**src/rtl/pulse_pkg.sv**
```systemverilog
// Purpose : shared types and board defaults for the LED pulse stretcher.
// Latency : n/a (declarations only).
// Backpressure: n/a.
package pulse_pkg;

  typedef enum logic [1:0] {
    IDLE = 2'd0,
    ON   = 2'd1,
    GAP  = 2'd2
  } stretch_state_t;

  // 50 ms blink and 50 ms dark gap on a 100 MHz board clock.
  localparam int DEF_ON_CYCLES  = 5_000_000;
  localparam int DEF_GAP_CYCLES = 5_000_000;
  localparam int DEF_PEND_W     = 4;

  function automatic int max_int(input int a, input int b);
    return (a > b) ? a : b;
  endfunction

endpackage

```
**src/rtl/cycle_timer.sv**
```systemverilog
// Purpose : loadable down-counter that parks at zero; zero_o flags the terminal count.
// Latency : load takes effect on the next clock edge; zero_o is combinational from the count.
// Backpressure: none; counts every cycle it is not loaded.
// Ports   : clk, rst_n (async active-low), load_i/load_val_i (load request and value),
//           value_o (current count), zero_o (count == 0).
module cycle_timer #(
  parameter int W = 8
) (
  input  logic         clk,
  input  logic         rst_n,
  input  logic         load_i,
  input  logic [W-1:0] load_val_i,
  output logic [W-1:0] value_o,
  output logic         zero_o
);

  logic [W-1:0] cnt_q;
  logic [W-1:0] cnt_d;

  always_comb begin
    cnt_d = cnt_q;
    if (load_i) begin
      cnt_d = load_val_i;
    end else if (cnt_q != '0) begin
      cnt_d = cnt_q - 1'b1;
    end
  end

  always_ff @(posedge clk or negedge rst_n) begin
    if (!rst_n) begin
      cnt_q <= '0;
    end else begin
      cnt_q <= cnt_d;
    end
  end

  assign value_o = cnt_q;
  assign zero_o  = (cnt_q == '0);

endmodule

```
**src/rtl/pulse_stretcher.sv**
```systemverilog
// Purpose : stretches single-cycle event strobes into fixed-width LED blinks with a dark gap,
//           queueing events that arrive mid-blink and replaying them in order.
// Latency : pulse_in in cycle N drives led_out high in cycles N+1..N+ON_CYCLES when idle.
// Backpressure: none upstream; events beyond the saturated pending count are dropped and
//           flagged on the sticky overflow output.
// Ports   : clk, reset (async active-low), pulse_in (event strobe), clear (sync queue/overflow
//           clear), led_out, busy, pending (queued blinks), overflow (sticky drop flag).
module pulse_stretcher
  import pulse_pkg::*;
#(
  parameter int ON_CYCLES  = DEF_ON_CYCLES,
  parameter int GAP_CYCLES = DEF_GAP_CYCLES,
  parameter int PEND_W     = DEF_PEND_W
) (
  input  logic              clk,
  input  logic              reset,
  input  logic              pulse_in,
  input  logic              clear,
  output logic              led_out,
  output logic              busy,
  output logic [PEND_W-1:0] pending,
  output logic              overflow
);

  localparam int TW = $clog2(max_int(ON_CYCLES, GAP_CYCLES) + 1);
  localparam logic [TW-1:0]     ON_LOAD  = TW'(ON_CYCLES - 1);
  localparam logic [TW-1:0]     GAP_LOAD = TW'(GAP_CYCLES - 1);
  localparam logic [PEND_W-1:0] PEND_MAX = '1;

  stretch_state_t    state_q, state_d;
  logic              tmr_load;
  logic [TW-1:0]     tmr_val;
  logic [TW-1:0]     tmr_value;
  logic              tmr_zero;
  logic [PEND_W-1:0] pend_q, pend_d;
  logic              ovf_q, ovf_d;
  logic              led_q, led_d;
  logic              busy_q, busy_d;

  logic evt;
  logic gap_term;
  logic from_queue;
  logic direct;
  logic inc;
  logic dec;

  cycle_timer #(
    .W (TW)
  ) u_timer (
    .clk        (clk),
    .rst_n      (reset),
    .load_i     (tmr_load),
    .load_val_i (tmr_val),
    .value_o    (tmr_value),
    .zero_o     (tmr_zero)
  );

  // A clear in the same cycle swallows the strobe entirely.
  assign evt        = pulse_in & ~clear;
  assign gap_term   = (state_q == GAP) && tmr_zero;
  // A clear on the GAP terminal cycle empties the queue, so nothing is replayed.
  assign from_queue = gap_term && (pend_q != '0) && !clear;
  // The strobe starts a blink itself only when nothing is waiting ahead of it.
  assign direct     = evt && ((state_q == IDLE) || (gap_term && (pend_q == '0)));
  assign inc        = evt && !direct;
  assign dec        = from_queue;

  // State register
  always_ff @(posedge clk or negedge reset) begin
    if (!reset) begin
      state_q <= IDLE;
    end else begin
      state_q <= state_d;
    end
  end

  // Next-state and timer load
  always_comb begin
    state_d  = state_q;
    tmr_load = 1'b0;
    tmr_val  = ON_LOAD;
    case (state_q)
      IDLE: begin
        if (evt) begin
          state_d  = ON;
          tmr_load = 1'b1;
          tmr_val  = ON_LOAD;
        end
      end
      ON: begin
        if (tmr_zero) begin
          state_d  = GAP;
          tmr_load = 1'b1;
          tmr_val  = GAP_LOAD;
        end
      end
      GAP: begin
        if (tmr_zero) begin
          if (from_queue || evt) begin
            state_d  = ON;
            tmr_load = 1'b1;
            tmr_val  = ON_LOAD;
          end else begin
            state_d = IDLE;
          end
        end
      end
      default: state_d = IDLE;
    endcase
  end

  // Outputs are decoded from next state so they can be registered without extra lag.
  always_comb begin
    led_d  = (state_d == ON);
    busy_d = (state_d != IDLE);
  end

  // Pending counter; simultaneous inc and dec cancel.
  always_comb begin
    pend_d = pend_q;
    ovf_d  = ovf_q;
    if (clear) begin
      pend_d = '0;
      ovf_d  = 1'b0;
    end else if (inc && !dec) begin
      if (pend_q == PEND_MAX) begin
        ovf_d = 1'b1;
      end else begin
        pend_d = pend_q + 1'b1;
      end
    end else if (dec && !inc) begin
      pend_d = pend_q - 1'b1;
    end
  end

  always_ff @(posedge clk or negedge reset) begin
    if (!reset) begin
      pend_q <= '0;
      ovf_q  <= 1'b0;
      led_q  <= 1'b0;
      busy_q <= 1'b0;
    end else begin
      pend_q <= pend_d;
      ovf_q  <= ovf_d;
      led_q  <= led_d;
      busy_q <= busy_d;
    end
  end

  assign led_out  = led_q;
  assign busy     = busy_q;
  assign pending  = pend_q;
  assign overflow = ovf_q;

endmodule

```
**config.mk**
```make
export PLATFORM = sky130hd
export DESIGN_NAME = pulse_stretcher
export DESIGN_NICKNAME = d
export VERILOG_FILES = /design/src/rtl/pulse_pkg.sv /design/src/rtl/cycle_timer.sv /design/src/rtl/pulse_stretcher.sv
export SDC_FILE = /design/constraint.sdc
export NUM_CORES = 1
export LEC_CHECK = 0
export ABC_AREA = 0
export CORE_MARGIN = 5
export CORE_UTILIZATION = 50
export DETAILED_ROUTE_END_ITERATION = 8
export PLACE_DENSITY = 0.69
export REMOVE_ABC_BUFFERS = 1
export SYNTH_ARGS = -nofsm -noshare
export SYNTH_HDL_FRONTEND = slang
export SYNTH_SLANG_ARGS = --single-unit
```
**constraint.sdc**
```tcl
create_clock -name clk -period 8.3 [get_ports clk]
set_input_delay 0.83 -clock clk [delete_from_list [all_inputs] [get_ports clk]]
set_output_delay 0.83 -clock clk [all_outputs]
set_load 0.02 [all_outputs]
```
# Yosys cells after proc, flatten, opt, wreduce, memory -nomap -nowiden
# Cells that the tools add are included.
totals:
  ff_bits: 32
  out_inout_bits: 7
op_classes:
  n_reduce_logical: 26
  bitwise: 2
  eq_ne: 5
  muxes: 19
  addsub: 3
op_table:
  columns: ["op", "count"]
  rows:
  - ["2-to-1 mux 23 bit", 2]
  - ["logical NOT 23 bit", 1]
  - ["nonzero test 23 bit", 1]
  - ["subtractor 23 x 1 -> 23 bit (second input constant)", 1]
  - ["2-to-1 mux 4 bit", 4]
  - ["logical AND 1 bit", 8]
  - ["2-to-1 mux 1 bit", 8]
  - ["nonzero test 2 bit", 4]
  - ["2-to-1 mux 2 bit", 3]
  - ["case mux 2 bit (3 select lines)", 1]
  - ["adder 4 x 1 -> 4 bit (second input constant)", 1]
  - ["== test 2 x 1 -> 1 bit (second input constant)", 2]
  - ["== test 4 bit (second input constant)", 1]
  - ["logical NOT 1 bit", 4]
  - ["logical NOT 4 bit", 1]
  - ["AND reduction 2 bit", 2]
  - ["nonzero test 4 bit", 1]
  - ["subtractor 4 x 1 -> 4 bit (second input constant)", 1]
  - ["inequality test 3 bit (second input constant)", 1]
  - ["case mux 1 bit (3 select lines)", 1]
  - ["nonzero test 3 bit", 1]
  - ["== test 2 bit (second input constant)", 1]
  - ["logical NOT 2 bit", 1]
  - ["logical OR 1 bit", 2]
  - ["other kinds (2)", 2]

# Depth between registers and ports, before layout
logic_depth:
  depth_word: 12
  mapped_depth: 11
  ltp_nobuf: 11

# Cells and area by module
# From an unflattened synthesis, not the netlist that was laid out.
hier_totals:
  hier_cells: 191
  hier_area_um2: 1876.8
modules_own_cells:
  columns: ["mod", "area_per_inst_um2", "n_inst", "cells_each", "seq_area_each_um2"]
  rows:
  - ["cycle_timer", 1305.0, 1, 137, 575.6]
  - ["pulse_stretcher", 571.8, 1, 54, 225.2]

# Worst setup path before layout
# OpenSTA, ideal clock, no wires.
synth_timing:
  path_type: "reg-to-reg"
  startpoint: "register u_timer.cnt_q[20] (netlist: u_timer.value_o[20])"
  endpoint: "register pend_q[3] (netlist: pending[3])"
  setup_time_ps: 87
  path_stages_with_launch: 10
  setup_slack_ps: 5617
  required_ps: 8213
  arrival_ps: 2596
  path_cell_list: "dfrtp_1 nor4_1 nand4_1 o31ai_2 ha_1 a21o_1 a21o_1 nor3_1 mux2_2 o211ai_1"
synth_via:
  elab_chain_len: 11
  elab_cells_between_ends: 18
  classes_between: "eq/ne (1); mux (2); reduce/logical (15)"
synth_rtl:
  columns: ["element", "line", "source"]
  rows:
  - ["from (decl)", "cycle_timer.sv:17", "logic [W-1:0] cnt_q;"]
  - ["from (signal assigned)", "cycle_timer.sv:33", "cnt_q <= cnt_d;"]
  - ["logical NOT 23 bit (*)", "cycle_timer.sv:38", "assign zero_o = (cnt_q == '0);"]
  - ["logical AND 1 bit (*)", "pulse_stretcher.sv:60", "assign gap_term = (state_q == GAP) && tmr_zero;"]
  - ["logical AND 1 bit", "pulse_stretcher.sv:64", "assign direct = evt && ((state_q == IDLE) || (gap_term && (pend_q == '0)));"]
  - ["logical OR 1 bit", "pulse_stretcher.sv:64", null]
  - ["logical AND 1 bit", "pulse_stretcher.sv:64", null]
  - ["logical NOT 1 bit", "pulse_stretcher.sv:65", "assign inc = evt && !direct;"]
  - ["logical AND 1 bit", "pulse_stretcher.sv:65", null]
  - ["logical NOT 1 bit", "pulse_stretcher.sv:131", "end else if (dec && !inc) begin"]
  - ["logical AND 1 bit", "pulse_stretcher.sv:131", null]
  - ["nonzero test 3 bit (no source line)", null, null]
  - ["AND reduction 2 bit (no source line)", null, null]
  - ["to (signal assigned)", "pulse_stretcher.sv:143", "pend_q <= pend_d;"]
  - ["to (decl)", "pulse_stretcher.sv:35", "logic [PEND_W-1:0] pend_q, pend_d;"]
# Mark *: on every way between the ends. The rest lies on a longest branch, timed or not.
# A chain may end at the register's enable or synchronous reset.

# Final worst setup path
layout_timing:
  startpoint: "input port clear"
  endpoint: "register pend_q[3] (netlist: pending[3])"
layout_via:
  elab_chain_len: 9
  elab_cells_between_ends: 16
  classes_between: "eq/ne (1); mux (2); bitwise (2); reduce/logical (11)"
layout_rtl:
  columns: ["element", "line", "source"]
  rows:
  - ["from (decl)", "pulse_stretcher.sv:18", "input logic clear,"]
  - ["NOT 1 bit", "pulse_stretcher.sv:59", "assign evt = pulse_in & ~clear;"]
  - ["bitwise AND 1 bit", "pulse_stretcher.sv:59", null]
  - ["logical AND 1 bit", "pulse_stretcher.sv:64", null]
  - ["logical NOT 1 bit", "pulse_stretcher.sv:65", null]
  - ["logical AND 1 bit", "pulse_stretcher.sv:65", null]
  - ["logical NOT 1 bit", "pulse_stretcher.sv:131", null]
  - ["logical AND 1 bit", "pulse_stretcher.sv:131", null]
  - ["nonzero test 3 bit (no source line)", null, null]
  - ["AND reduction 2 bit (no source line)", null, null]
# Parallel ways exist; a longest one is shown, timed or not.

==> impl_results.rst <==
.. list-table::
   :header-rows: 1

   * - Metric
     - Value
   * - Outcome
     - completed
   * - Setup Skew
     - between 0.006 and 0.007 ns
   * - Port Buffer Count
     - 10
   * - Startpoint types
     - input pin
   * - Endpoint required time on the critical path
     - about 8.5 ns
   * - Antenna violations before repair
     - 0
   * - Proportion of netlist area held by the largest area contributor
     - between 40% and 50%
   * - Clk root buf
     - sky130_fd_sc_hd__clkbuf_8
   * - Synth area leaders
     - sky130_fd_sc_hd__dfrtp_1 (43%), sky130_fd_sc_hd__xnor2_1 (8.5%), sky130_fd_sc_hd__nor2_1 (4.8%)
   * - Seq/Total Area, Yosys
     - 42.98%
   * - Number of I/O pins
     - 11
   * - Max Cap Viol
     - 0
   * - Global-route usage over all layers
     - between 15 and 20%
   * - Crit Reg-Reg Startpoint
     - u_timer.value_o[20]
   * - Setup fix buffers added after clock tree synthesis
     - 0
   * - Largest buffer count on any clock path
     - 2
   * - Library cell occupying the most area in the post-synthesis netlist
     - sky130_fd_sc_hd__dfrtp_1
   * - Worst rel slew slack
     - 52.60%
   * - Number of synthesized flops with an enable pin
     - 0
   * - Placement Cell Area
     - 1991 um2
   * - Antenna cells
     - 0
   * - CTS clk-pin slew, worst paths
     - about 0.060 ns
   * - Y dimension of the die
     - roughly 70 um
   * - Number of H-tree levels
     - 2
   * - Synthesized cell area
     - 1863 um2
   * - Post-Place Worst Slack
     - between 4 and 5 ns
   * - Setup slack after layout
     - about 5.1 ns
   * - Starting density of the core
     - about half
   * - Data arrival, critical path
     - about 3.5 ns
   * - Power consumption
     - between 0.4 and 0.5 mW
   * - Iter 0 DRT Violations
     - 60
   * - Worst IR drop on VDD
     - between 0.0001 and 0.00015 V
   * - Final hold vios
     - 0
   * - Final layout net count
     - 214
   * - Congestion Overflow GR
     - 0
   * - Total via count in the routed design
     - between 1,000 and 1,500
   * - Synthesized instance count
     - 195
   * - DRC violation count after routing
     - 0
   * - Routability-driven placement congestion ratio
     - 0.8307
   * - Warnings from Yosys
     - 0
   * - Highest Clock Rate
     - a little over 300 MHz
   * - Area Growth Syn to Fin
     - 12.02%
   * - Startpoint of the lowest-slack hold path
     - overflow
   * - Type of the most critical hold path
     - reg -> reg
   * - Horizontal extent of the die
     - just over 70 um
   * - Lkg Pwr
     - between 0.8 and 0.9 nW
   * - Maximum number of pins on one net before global-route repair
     - 33
   * - Drt wl/cell
     - 14.18 um
   * - Worst setup path class
     - in -> reg
   * - Number of hold buffers added after cts
     - 0
   * - WHS Path Cells
     - 2
   * - Critical path peak fanout
     - 11
   * - Summed negative setup slack over all endpoints
     - 0 ns
   * - ANT nets after route
     - 0
   * - Final Instance Area
     - approximately 2100 um2
   * - Commonest register cell after synthesis
     - sky130_fd_sc_hd__dfrtp_1
   * - Core ar.
     - ~3600 um2
   * - Share of layout cells above drive strength 1
     - ~11%
   * - P per Cell Area
     - 213.4 nW/um2
   * - Total CTS buffers
     - 5
   * - RSZ-0062 raised after global routing
     - no
   * - Via count of the first global-routing pass
     - between 1,000 and 1,500
   * - First drt pass iteration count
     - 4
   * - Worst R2R Path Depth
     - 9
   * - Critical Path Sink Type
     - register
   * - Filler Cell Count
     - around 320
   * - Die Area
     - ~5000 um2
   * - Post-detailed-route via-to-cell ratio
     - approximately 5.7
   * - Final period demand of the worst path
     - between 3 and 4 ns
   * - Count of different cell masters after synthesis
     - 47
   * - Number of storage elements in the synthesis netlist
     - 32
   * - Transition time at the pin with the least slew margin
     - between 0.7 and 0.8 ns
   * - Final HPWL DP
     - ~2600 um
   * - Post-synthesis async set-or-reset flop share
     - 100.0%
   * - First-pass GRT wire length
     - between 6000 and 7000 um
   * - Later-pin clock latency in the skew report
     - approximately 0.28 ns
   * - Floorplan row count
     - 22
   * - Slew Viols, Final
     - 0
   * - Per-instance average area after synthesis
     - 9.554 um2
   * - Utilization after layout
     - between 50 and 60%
   * - Clk sink count
     - 32
   * - Post-cts sizing count
     - 0
   * - Setup-failing EPs final
     - 0
   * - Tcrit/Tclk final
     - 39.12%
   * - Clock tree from TritonCTS
     - done
   * - Worst setup path start
     - clear
   * - Wire length after detailed routing
     - around 3600 um
-- sequential cells by signal, indices dropped and copies added (netlist names) --
name / count
pending: 4
busy: 1
u_timer.value_o: 23
led_out: 1
state_q: 2
overflow: 1
-- cells in the mapped netlist (2+ instances only) --
cell                       count
sky130_fd_sc_hd__dfrtp_1      32
sky130_fd_sc_hd__nor2_1       24
sky130_fd_sc_hd__xnor2_1      18
sky130_fd_sc_hd__nand2_1      14
sky130_fd_sc_hd__nor3_1       11
sky130_fd_sc_hd__a21oi_1       9
sky130_fd_sc_hd__inv_1         7
sky130_fd_sc_hd__nand3_1       6
sky130_fd_sc_hd__nor4_1        5
sky130_fd_sc_hd__clkbuf_1      4
sky130_fd_sc_hd__ha_1          4
sky130_fd_sc_hd__mux2_2        4
sky130_fd_sc_hd__nand4b_1      4
sky130_fd_sc_hd__nor2b_1       4
sky130_fd_sc_hd__o21ai_0       4
sky130_fd_sc_hd__a21o_1        3
sky130_fd_sc_hd__o211ai_1      3
sky130_fd_sc_hd__buf_2         2
sky130_fd_sc_hd__nand2b_1      2
sky130_fd_sc_hd__nand3b_1      2
sky130_fd_sc_hd__nand4_1       2
sky130_fd_sc_hd__nor4_2        2
sky130_fd_sc_hd__o22ai_1       2
sky130_fd_sc_hd__or2_2         2
sky130_fd_sc_hd__or3_1         2
sky130_fd_sc_hd__xor2_1        2
-- path summary, 6_finish.rpt --
path / end / slack [ns]
max in group asynchronous: u_timer.value_o[7] / 7.06
hold / removal: overflow / 0.54
min in group asynchronous: busy / 0.94
setup / recovery: pending[3] / 5.05
setup reg to reg: pending[3] / 5.24
hold reg to reg: overflow / 0.54
-- layout make-up --
type	count	area (um2)	area share [%]
clock buffer	7	96.34	4.616
inverter	7	26.28	1.259
multi-input combinational	148	996.0	47.72
sequential	32	800.8	38.37
tap	48	60.06	2.878
timing repair buffer	11	107.6	5.156
-- worst max-delay path, cell delays in order --
cell                              delay (ns)
sky130_fd_sc_hd__clkdlybuf4s50_1        0.58
sky130_fd_sc_hd__nand2b_1               0.27
sky130_fd_sc_hd__nor2_1                 0.23
sky130_fd_sc_hd__o31ai_2                0.16
sky130_fd_sc_hd__ha_1                   0.31
sky130_fd_sc_hd__a21o_1                 0.18
sky130_fd_sc_hd__a21o_1                 0.20
sky130_fd_sc_hd__nor3_1                 0.18
sky130_fd_sc_hd__mux2_2                 0.36
sky130_fd_sc_hd__o211ai_1               0.15
-- cells by family after synthesis --
kind of cell | after synthesis | synth area share [%]
compound gates | 31 | 11.42
xor+xnor | 20 | 9.402
fa+ha+maj | 5 | 3.761
buf+inv | 15 | 3.559
flops | 32 | 42.98
mux | 4 | 2.418
simple gates | 88 | 26.46
-- per-stage QoR --
step                      std cells  hold slack, ns
final                           253          0.5353
after global routing            253          0.5713
after CTS                       253          0.5355
after detailed placement        246          0.5159
after global placement          246          0.5056
after floorplan                 187          0.4891
-- power by group --
part | switching (mW) | internal, mW | leakage [nW]
Sequential | 0.0292 | 0.177 | 0.374
Combinational | 0.0589 | 0.0540 | 0.394
Clock | 0.0523 | 0.0737 | 0.0503
Total | 0.140 | 0.305 | 0.818
-- cells in the final DEF, fill, tap and decap left out, drive strengths merged, types with 3 or more instances in the layout --
master         instances
nand4b                 4
inv                    7
a21o                   3
mux2                   4
nor3                  11
nand3                  6
ha                     4
nor4                   8
a21oi                  9
nor2b                  4
o22ai                  3
dfrtp                 32
xnor2                 18
o211ai                 3
o21ai                  4
nor2                  24
clkdlybuf4s50         10
clkbuf                 7
nand2                 15
-- metal layers --
metal	wire length, um	global-route usage [%]	up-vias
li1	-	-	710
met1	1510	17.41	694
met2	1879	27.70	21
met3	136	4.972	8
met4	61	6.681	0
met5	0	0	-
Note: power is estimated with default switching activity, not from simulation.
